**config.mk**
```make
export PLATFORM = sky130hd
export DESIGN_NAME = mag_cmp_seq_ctrl
export DESIGN_NICKNAME = d
export VERILOG_FILES = /design/src/rtl/mag_cmp_pkg.sv /design/src/rtl/mag_cmp2.sv /design/src/rtl/mag_cmp_seq_ctrl.sv
export SDC_FILE = /design/constraint.sdc
export NUM_CORES = 1
export LEC_CHECK = 0
export CORE_UTILIZATION = 50
export CTS_CLUSTER_SIZE = 24
export DETAILED_ROUTE_END_ITERATION = 12
export PLACE_DENSITY = 0.77
export SYNTH_ARGS = -nofsm -noshare
export SYNTH_HDL_FRONTEND = slang
export SYNTH_HIERARCHICAL = 1
export SYNTH_SLANG_ARGS = --single-unit
```
**constraint.sdc**
```tcl
create_clock -name clk -period 3 [get_ports clk]
set_input_delay 0.3 -clock clk [delete_from_list [all_inputs] [get_ports clk]]
set_output_delay 0.3 -clock clk [all_outputs]
set_load 0.02 [all_outputs]
```
**src/rtl/mag_cmp_pkg.sv**
```systemverilog
// Shared types and constants for the sliced magnitude-compare sequencer.
// Result bit positions line up with uo_out[0..2] in the wrapper.
package mag_cmp_pkg;

  typedef enum logic [1:0] {
    IDLE    = 2'd0,
    COMPARE = 2'd1,
    DONE    = 2'd2
  } state_e;

  localparam int CMP_GT = 0;
  localparam int CMP_EQ = 1;
  localparam int CMP_LT = 2;

  function automatic int nslice(input int width);
    return width / 2;
  endfunction

endpackage

```
**src/rtl/mag_cmp2.sv**
```systemverilog
// Combinational 2-bit magnitude compare slice; exactly one output is high.
module mag_cmp2 (
  input  logic [1:0] a2,
  input  logic [1:0] b2,
  output logic       gt,
  output logic       eq,
  output logic       lt
);

  assign gt = (a2 > b2);
  assign eq = (a2 == b2);
  assign lt = (a2 < b2);

endmodule

```
**src/rtl/mag_cmp_seq_ctrl.sv**
```systemverilog
// Compares two WIDTH-bit operands MSB slice first through one shared 2-bit slice.
// Result and slice count are held from done until the next accepted start.
module mag_cmp_seq_ctrl
  import mag_cmp_pkg::*;
#(
  parameter int WIDTH      = 8,
  parameter int EARLY_EXIT = 1
) (
  input  logic                      clk,
  input  logic                      rst,
  input  logic                      start,
  input  logic [WIDTH-1:0]          a,
  input  logic [WIDTH-1:0]          b,
  output logic                      busy,
  output logic                      done,
  output logic                      gt,
  output logic                      eq,
  output logic                      lt,
  output logic [$clog2(WIDTH/2):0]  cycles
);

  localparam int NSLICE = nslice(WIDTH);
  localparam int IDXW   = (NSLICE > 1) ? $clog2(NSLICE) : 1;
  localparam int CW     = $clog2(NSLICE) + 1;

  state_e            state_q, state_d;
  logic [WIDTH-1:0]  a_q, a_d, b_q, b_d;
  logic [IDXW-1:0]   idx_q, idx_d;
  logic [CW-1:0]     cycles_q, cycles_d;
  logic [2:0]        res_q, res_d;
  logic              busy_q, busy_d;
  logic              done_q, done_d;
  logic              pend_q, pend_d;
  logic              pend_gt_q, pend_gt_d;

  logic [1:0]        a_sl, b_sl;
  logic              s_gt, s_eq, s_lt;

  always_comb begin
    a_sl = '0;
    b_sl = '0;
    for (int i = 0; i < NSLICE; i++) begin
      if (idx_q == IDXW'(i)) begin
        a_sl = a_q[2*i +: 2];
        b_sl = b_q[2*i +: 2];
      end
    end
  end

  mag_cmp2 u_slice (
    .a2 (a_sl),
    .b2 (b_sl),
    .gt (s_gt),
    .eq (s_eq),
    .lt (s_lt)
  );

  always_comb begin
    state_d   = state_q;
    a_d       = a_q;
    b_d       = b_q;
    idx_d     = idx_q;
    cycles_d  = cycles_q;
    res_d     = res_q;
    busy_d    = busy_q;
    done_d    = 1'b0;
    pend_d    = pend_q;
    pend_gt_d = pend_gt_q;

    case (state_q)
      IDLE: begin
        if (start) begin
          a_d       = a;
          b_d       = b;
          idx_d     = IDXW'(NSLICE - 1);
          cycles_d  = '0;
          res_d     = '0;
          pend_d    = 1'b0;
          pend_gt_d = 1'b0;
          busy_d    = 1'b1;
          state_d   = COMPARE;
        end
      end

      COMPARE: begin
        cycles_d = cycles_q + CW'(1);
        // Only the most significant unequal slice decides the result.
        if (!s_eq && !pend_q) begin
          pend_d    = 1'b1;
          pend_gt_d = s_gt;
        end
        if (((EARLY_EXIT != 0) && !s_eq) || (idx_q == '0)) begin
          state_d = DONE;
          busy_d  = 1'b0;
          done_d  = 1'b1;
          if (pend_q) begin
            res_d[CMP_GT] = pend_gt_q;
            res_d[CMP_LT] = !pend_gt_q;
          end else if (!s_eq) begin
            res_d[CMP_GT] = s_gt;
            res_d[CMP_LT] = s_lt;
          end else begin
            res_d[CMP_EQ] = 1'b1;
          end
        end else begin
          idx_d = idx_q - IDXW'(1);
        end
      end

      DONE: begin
        state_d = IDLE;
      end

      default: begin
        state_d = IDLE;
        busy_d  = 1'b0;
      end
    endcase
  end

  always_ff @(posedge clk or posedge rst) begin
    if (rst) begin
      state_q   <= IDLE;
      a_q       <= '0;
      b_q       <= '0;
      idx_q     <= '0;
      cycles_q  <= '0;
      res_q     <= '0;
      busy_q    <= 1'b0;
      done_q    <= 1'b0;
      pend_q    <= 1'b0;
      pend_gt_q <= 1'b0;
    end else begin
      state_q   <= state_d;
      a_q       <= a_d;
      b_q       <= b_d;
      idx_q     <= idx_d;
      cycles_q  <= cycles_d;
      res_q     <= res_d;
      busy_q    <= busy_d;
      done_q    <= done_d;
      pend_q    <= pend_d;
      pend_gt_q <= pend_gt_d;
    end
  end

  assign busy   = busy_q;
  assign done   = done_q;
  assign gt     = res_q[CMP_GT];
  assign eq     = res_q[CMP_EQ];
  assign lt     = res_q[CMP_LT];
  assign cycles = cycles_q;

endmodule

```
==> impl_metrics.env, run 1 <==
export IMPL_nets=214
export IMPL_post_route_period_util=0.8783
export IMPL_cts_resized=0
export IMPL_synth_area_mm2=0.001483
export IMPL_hold_path_class="input port to async pin"
export IMPL_crit_family="simple AND/OR/NAND/NOR gates"
export IMPL_synth_compound_area_frac=0.08945
export IMPL_drt_total_wl_um=2803
export IMPL_fin_setup_tns_ps=0
export IMPL_syn2layout_area_growth_pct=22.79
export IMPL_crit_reg2reg_launch="idx_q[1]$_DFFE_PP0P_"
export IMPL_rsz0062_at_grt="false"
export IMPL_timing_hold_ws_ps=335.7
export IMPL_synth_area_leaders="dfrtp_1 (51%), nand2_1 (15%), ha_1 (6.8%)"
export IMPL_arrival_ps=2850
export IMPL_synth_nets=186
export IMPL_ys_flop_type="dfrtp_1"
export IMPL_irDropWorstVdd_v=0.0007962
export IMPL_crit_fanout=6
export IMPL_synth_cell_types=32
export IMPL_cts_hold_buffers=0
export IMPL_drv_slew=0
export IMPL_cts_tree="built"
export IMPL_first_pass_iters=4
export IMPL_synth_common_cells="nand2_1 (58), dfrtp_1 (30), inv_1 (9), ha_1 (8), nor2b_1 (7)"
export IMPL_die_area_mm2=0.003187
export IMPL_cts_buffers=5
export IMPL_gp_congestion=0.8487
export IMPL_startpoint_type="flop"
export IMPL_postPlaceCellArea_mm2=0.001760
export IMPL_std_cell_rows=19
export IMPL_start_util=0.5331
export IMPL_grt_usage=0.2142
export IMPL_fmax_ghz=0.3795
export IMPL_crit_path_end_kind="flop"
export IMPL_dieHeight_um=56.46
export IMPL_slew_headroom=0.7022
export IMPL_cts_root_buf="clkbuf_4"
export IMPL_grt_overflow_total=0
export IMPL_yosys_warnings=6
export IMPL_critical_path_depth=11
export IMPL_htree_num_levels=2
export IMPL_worstPathCellList="inv_1 > ha_1 > nor2b_1 > a221oi_1 > o31ai_1 > inv_1 > ha_1 > and2_4 > and4bb_2 > or2_1 > a2bb2oi_1"
export IMPL_crit_path_top_delay_cell="dfrtp_1"
export IMPL_diodes=0
export IMPL_worstSetupEndpoint="idx_q[1]$_DFFE_PP0P_"
export IMPL_dp_cells=211
export IMPL_post_cts_buffers=0
export IMPL_avgRoutedWirePerCell_um=12.80
export IMPL_synth_top_family_by_area="simple AND/OR/NAND/NOR gates"
export IMPL_ios=27
export IMPL_clk_pin_slew_ps=90
export IMPL_design_area_mm2=0.001821
export IMPL_fill_cells=239
export IMPL_synthCells=159
export IMPL_skew_ps=12.12
export IMPL_synthAdderAreaFrac=0.06751
export IMPL_grt_pass1_vias=1167
export IMPL_ys_seq_elements=30
export IMPL_synth_mux_area_frac=0.02700
export IMPL_reg2reg_to="idx_q[1]$_DFFE_PP0P_"
export IMPL_critical_path_required_ps=3210
export IMPL_yosys_area_share_simple=0.2532
export IMPL_crit_buf_inv=2
export IMPL_io_buffers=26
export IMPL_r2r_cells=11
export IMPL_synth_seq_area_share=0.5063
export IMPL_status="finished, final reports clean"
export IMPL_vias=1139
export IMPL_route_detailed_drc=0
export IMPL_avgSynthCellArea_um2=9.325
export IMPL_crit_start="idx_q[1]$_DFFE_PP0P_"
export IMPL_drive_above_1_share=0.07447
export IMPL_preCtsSetupSlack_ps=375.5
export IMPL_yosysTopAreaCell="dfrtp_1"
export IMPL_drtIter0Drc=38
export IMPL_cts_sinks=30
export IMPL_final_util=0.6545
export IMPL_drv_cap=0
export IMPL_p_total_mw=1.807
export IMPL_dp_hpwl_um=2112
export IMPL_clockBufferDepth=2
export IMPL_p_leak_nw=0.8984
export IMPL_synth_edf_count=0
export IMPL_viasPerCell=5.201
export IMPL_insertion_delay_ps=330
export IMPL_worstSetupPathType="flop to flop"
export IMPL_postLayoutSetupSlackWorst_ps=365.1
export IMPL_grt_max_degree=31
export IMPL_synth_xor_area_frac=0.005907
export IMPL_slowest_delay_ps=410
export IMPL_powerDensity_mw_per_mm2=992.3
export IMPL_grt_pass1_wl_um=5085
export IMPL_yosysMostFrequentCell="nand2_1"
export IMPL_hold_viol=0
export IMPL_synth_top_cell_area_share=0.5063
export IMPL_setup_viol=0
export IMPL_tightest_slew_ps=444.8
export IMPL_rrSetupSlack_ps=370
export IMPL_ys_async_sr_fraction=1.000
export IMPL_antenna_found_initial=0
export IMPL_fin_cells=219
export IMPL_die_w_um=56.46
export IMPL_core_area_mm2=0.002781
export IMPL_min_period_ps=2635
export IMPL_final_antenna_net_count=0
## how the worst min path moves through the flow
stage | startpoint | endpoint | depth (start not counted)
finish | rst | a_q[0]$_DFFE_PP0P_ | 3
detailed placement | a_q[7]$_DFFE_PP0P_ | a_q[7]$_DFFE_PP0P_ | 2
global placement | b_q[4]$_DFFE_PP0P_ | b_q[4]$_DFFE_PP0P_ | 2
CTS | rst | a_q[2]$_DFFE_PP0P_ | 3
global route | rst | a_q[2]$_DFFE_PP0P_ | 3
floorplan | rst | a_q[0]$_DFFE_PP0P_ | 1
## tightest hold or removal path: cells and delay by family
family   cells  cell delay (ps)
buf+inv      3              790
## cells in the final DEF (no fill, tap or decap)
| cell | n |
|---|---|
| nor2b_1 | 7 |
| or3b_4 | 1 |
| ha_1 | 8 |
| clkbuf_1 | 1 |
| and4bb_2 | 1 |
| o22ai_1 | 1 |
| or2_1 | 1 |
| inv_1 | 9 |
| buf_4 | 2 |
| a2bb2oi_1 | 1 |
| nor3b_2 | 1 |
| a21o_1 | 1 |
| clkdlybuf4s50_1 | 26 |
| a21oi_1 | 4 |
| and2_4 | 1 |
| clkbuf_4 | 5 |
| nand2_1 | 58 |
| nor3_1 | 1 |
| clkinv_2 | 1 |
| a221oi_1 | 4 |
| nor4b_2 | 1 |
| nor2_1 | 3 |
| nand3b_1 | 1 |
| o21ai_0 | 2 |
| o31ai_1 | 6 |
| nand2b_1 | 2 |
| xor2_1 | 1 |
| and2_1 | 1 |
| mux2i_1 | 4 |
| dfrtp_1 | 30 |
| nand3_1 | 2 |
| clkbuf_8 | 1 |
## area by class of cell
cell class                      count  area [um2]  share of cell area
Timing Repair Buffer               28       275.3              0.1512
Inverter                            9       33.78             0.01856
Clock inverter                      1       5.005            0.002749
Sequential cell                    30       750.7              0.4124
Tap cell                           31       38.79             0.02131
Multi-Input combinational cell    113       661.9              0.3636
Clock buffer                        7       55.05             0.03024
## kinds of logic (layout without fill, tap and decap cells)
logic type / count (synthesis) / count (layout)
buffers and inverters: 16 / 45
adder cells (fa/ha/maj): 8 / 8
flip-flops: 30 / 30
AND/OR/NAND/NOR: 81 / 81
AO/OA/AOI/OAI: 19 / 19
XOR/XNOR: 1 / 1
multiplexers: 4 / 4
## routing by layer
metal | wire length [um] | track usage
met3 | 104 | 0.08986
met1 | 1193 | 0.2534
met5 | 0 | 0
met2 | 1472 | 0.3496
met4 | 32 | 0.07317
## sequential cells by signal, summed over array words and instances, names as in the netlist
name	flops
done	1
a_q	8
state_q	2
b_q	8
idx_q	2
pend_q	1
busy	1
pend_gt_q	1
cycles	3
res_q	3
## where the power goes
group	leakage, nW	internal [mW]	switching [mW]
logic	0.490	0.392	0.459
registers	0.373	0.575	0.134
clock network	0.0353	0.113	0.133
total	0.898	1.08	0.726
No activity file was read; power rests on OpenSTA's default activity.
==> inputs of run 2 (changes only) <==
- CORE_MARGIN: default -> 2
==> run 2 against run 1 <==
  * Non-clock buffer count unchanged
  * Core utilization increased by 0.63 points
  * Maximum frequency decreased by 3.2%
  * Global-route usage decreased by 1.1 points
  * Worst setup slack got worse by 87 ps
  * Die area increased by 7.2%
  * Critical path depth unchanged
  * Flip-flop and latch count unchanged
  * Cell count unchanged
  * Total power increased by 3.8%
  * Critical endpoint unchanged
  * Largest power group unchanged
==> impl_metrics.env, run 2 (same netlist as run 1, synthesis figures left out) <==
export IMPL_status="finished, final reports clean"
export IMPL_worstSetupPathType="flop to flop"
export IMPL_min_period_ps=2722
export IMPL_p_comb_frac=0.457
export IMPL_std_cell_rows=19
export IMPL_diodes=0
export IMPL_use_met1=0.2619
export IMPL_crit_reg2reg_launch="idx_q[1]$_DFFE_PP0P_"
export IMPL_io_buffers=26
export IMPL_post_cts_buffers=0
export IMPL_rsz0062_at_grt="false"
export IMPL_p_leak_nw=0.9080
export IMPL_crit_buf_inv=2
export IMPL_preCtsSetupSlack_ps=375.7
export IMPL_nets=214
export IMPL_hold_viol=0
export IMPL_vias=1136
export IMPL_cts_buffers=5
export IMPL_final_common_cell="nand2_1"
export IMPL_hold_path_class="input port to async pin"
export IMPL_clk_pin_slew_ps=100
export IMPL_switching_share=0.3916
export IMPL_final_antenna_net_count=0
export IMPL_grt_busiest_layer="met2"
export IMPL_critical_path_required_ps=3210
export IMPL_core_area_mm2=0.002781
export IMPL_fill_cells=234
export IMPL_startpoint_type="flop"
export IMPL_first_pass_iters=4
export IMPL_slowest_delay_ps=410
export IMPL_route_detailed_drc=0
export IMPL_fmax_ghz=0.3674
export IMPL_irDropWorstVdd_v=0.0007291
export IMPL_dp_cells=211
export IMPL_gp_congestion=0.7853
export IMPL_antenna_found_initial=0
export IMPL_crit_path_top_delay_cell="dfrtp_1"
export IMPL_crit_fanout=6
export IMPL_pwr_share_seq=0.377
export IMPL_cts_hold_buffers=0
export IMPL_rrSetupSlack_ps=280
export IMPL_skew_ps=6.652
export IMPL_grt_max_degree=31
export IMPL_post_route_period_util=0.9074
export IMPL_p_int_mw=1.141
export IMPL_avgRoutedWirePerCell_um=12.91
export IMPL_die_w_um=58.46
export IMPL_grt_pass1_vias=1136
export IMPL_cts_sinks=30
export IMPL_htree_num_levels=2
export IMPL_crit_path_end_kind="flop"
export IMPL_dieHeight_um=58.46
export IMPL_reg2reg_to="idx_q[1]$_DFFE_PP0P_"
export IMPL_switchingPower_mw=0.7343
export IMPL_drive_above_1_share=0.07979
export IMPL_setup_viol=0
export IMPL_die_area_mm2=0.003417
export IMPL_grt_overflow_total=0
export IMPL_slew_headroom=0.5424
export IMPL_worstSetupEndpoint="idx_q[1]$_DFFE_PP0P_"
export IMPL_clockBufferDepth=2
export IMPL_grt_usage=0.2030
export IMPL_worstPathCellList="inv_1 > ha_1 > nor2b_1 > a221oi_1 > o31ai_1 > inv_1 > ha_1 > and2_4 > and4bb_2 > or2_1 > a2bb2oi_1"
export IMPL_drt_total_wl_um=2828
export IMPL_cts_root_buf="clkbuf_4"
export IMPL_cts_resized=0
export IMPL_syn2layout_area_growth_pct=23.97
export IMPL_fin_setup_tns_ps=0
export IMPL_crit_family="simple AND/OR/NAND/NOR gates"
export IMPL_drv_cap=0
export IMPL_tightest_slew_ps=683.4
export IMPL_top_regs="a_q (8), b_q (8)"
export IMPL_ios=27
export IMPL_drtIter0Drc=21
export IMPL_crit_start="idx_q[1]$_DFFE_PP0P_"
export IMPL_critical_path_depth=11
export IMPL_use_met3=0.04615
export IMPL_r2r_cells=11
export IMPL_dp_hpwl_um=2062
export IMPL_viasPerCell=5.187
export IMPL_most_common_layout_cells="nand2_1 (58), dfrtp_1 (30), clkdlybuf4s50_1 (26)"
export IMPL_arrival_ps=2940
export IMPL_gr_usage_met2=0.3226
export IMPL_powerDensity_mw_per_mm2=1020
export IMPL_insertion_delay_ps=320
export IMPL_fin_cells=219
export IMPL_cts_tree="built"
export IMPL_clkPwrFrac=0.166
export IMPL_postLayoutSetupSlackWorst_ps=277.9
export IMPL_grt_pass1_wl_um=5085
export IMPL_drv_slew=0
export IMPL_start_util=0.5331
export IMPL_final_util=0.6608
run 2: power groups by stage:
stage	combinational (mW)	sequential, mW	clock (mW)
after detailed placement	0.855	0.717	0
after CTS	0.865	0.707	0.322
after floorplan	0.623	0.710	0
final	0.856	0.707	0.312
after global placement	0.818	0.708	0
after global routing	0.973	0.736	0.341
run 2: worst register-to-register path, cell delays in order (launching register included):
cell and delay (ps):
dfrtp_1 410, inv_1 100, ha_1 240, nor2b_1 260
a221oi_1 160, o31ai_1 280, inv_1 70, ha_1 300
and2_4 170, and4bb_2 240, or2_1 230, a2bb2oi_1 130
run 2: stage by stage:
| step | area, um2 | power, mW | hold slack, ps |
|---|---|---|---|
| after floorplan | 1483 | 1.333 | 390.8 |
| after CTS | 1838 | 1.894 | 342.4 |
| final | 1838 | 1.875 | 333.7 |
| after detailed placement | 1760 | 1.573 | 471.2 |
| after global routing | 1838 | 2.050 | 364.0 |
| after global placement | 1760 | 1.527 | 470.9 |
run 2: metal layers:
metal / part of all wire / vias up
met5: 0 / -
met3: 0.030 / 5
met2: 0.49 / 14
met4: 0.018 / 0
met1: 0.46 / 541
li1: - / 576
run 2: how the worst min path moves through the flow:
stage | slack, ps | start | cells past startpoint | to
2_1_floorplan | 390 | rst | 1 | a_q[0]$_DFFE_PP0P_
3_3_place_gp | 470 | b_q[0]$_DFFE_PP0P_ | 2 | b_q[0]$_DFFE_PP0P_
4_1_cts | 340 | rst | 3 | a_q[4]$_DFFE_PP0P_
3_5_place_dp | 470 | a_q[1]$_DFFE_PP0P_ | 2 | a_q[1]$_DFFE_PP0P_
5_1_grt | 360 | rst | 3 | a_q[4]$_DFFE_PP0P_
6_report | 330 | rst | 3 | res_q[2]$_DFFE_PP0P_
run 2: layout make-up:
class,count,area [um2],share of cell area
clock buffers,5,37.54,0.02042
multi-input cells,113,661.9,0.3601
repair buffers,28,275.3,0.1498
flip-flops and latches,30,750.7,0.4084
well taps,31,38.79,0.02110
inverters,9,33.78,0.01838
clock inverters,3,40.04,0.02178
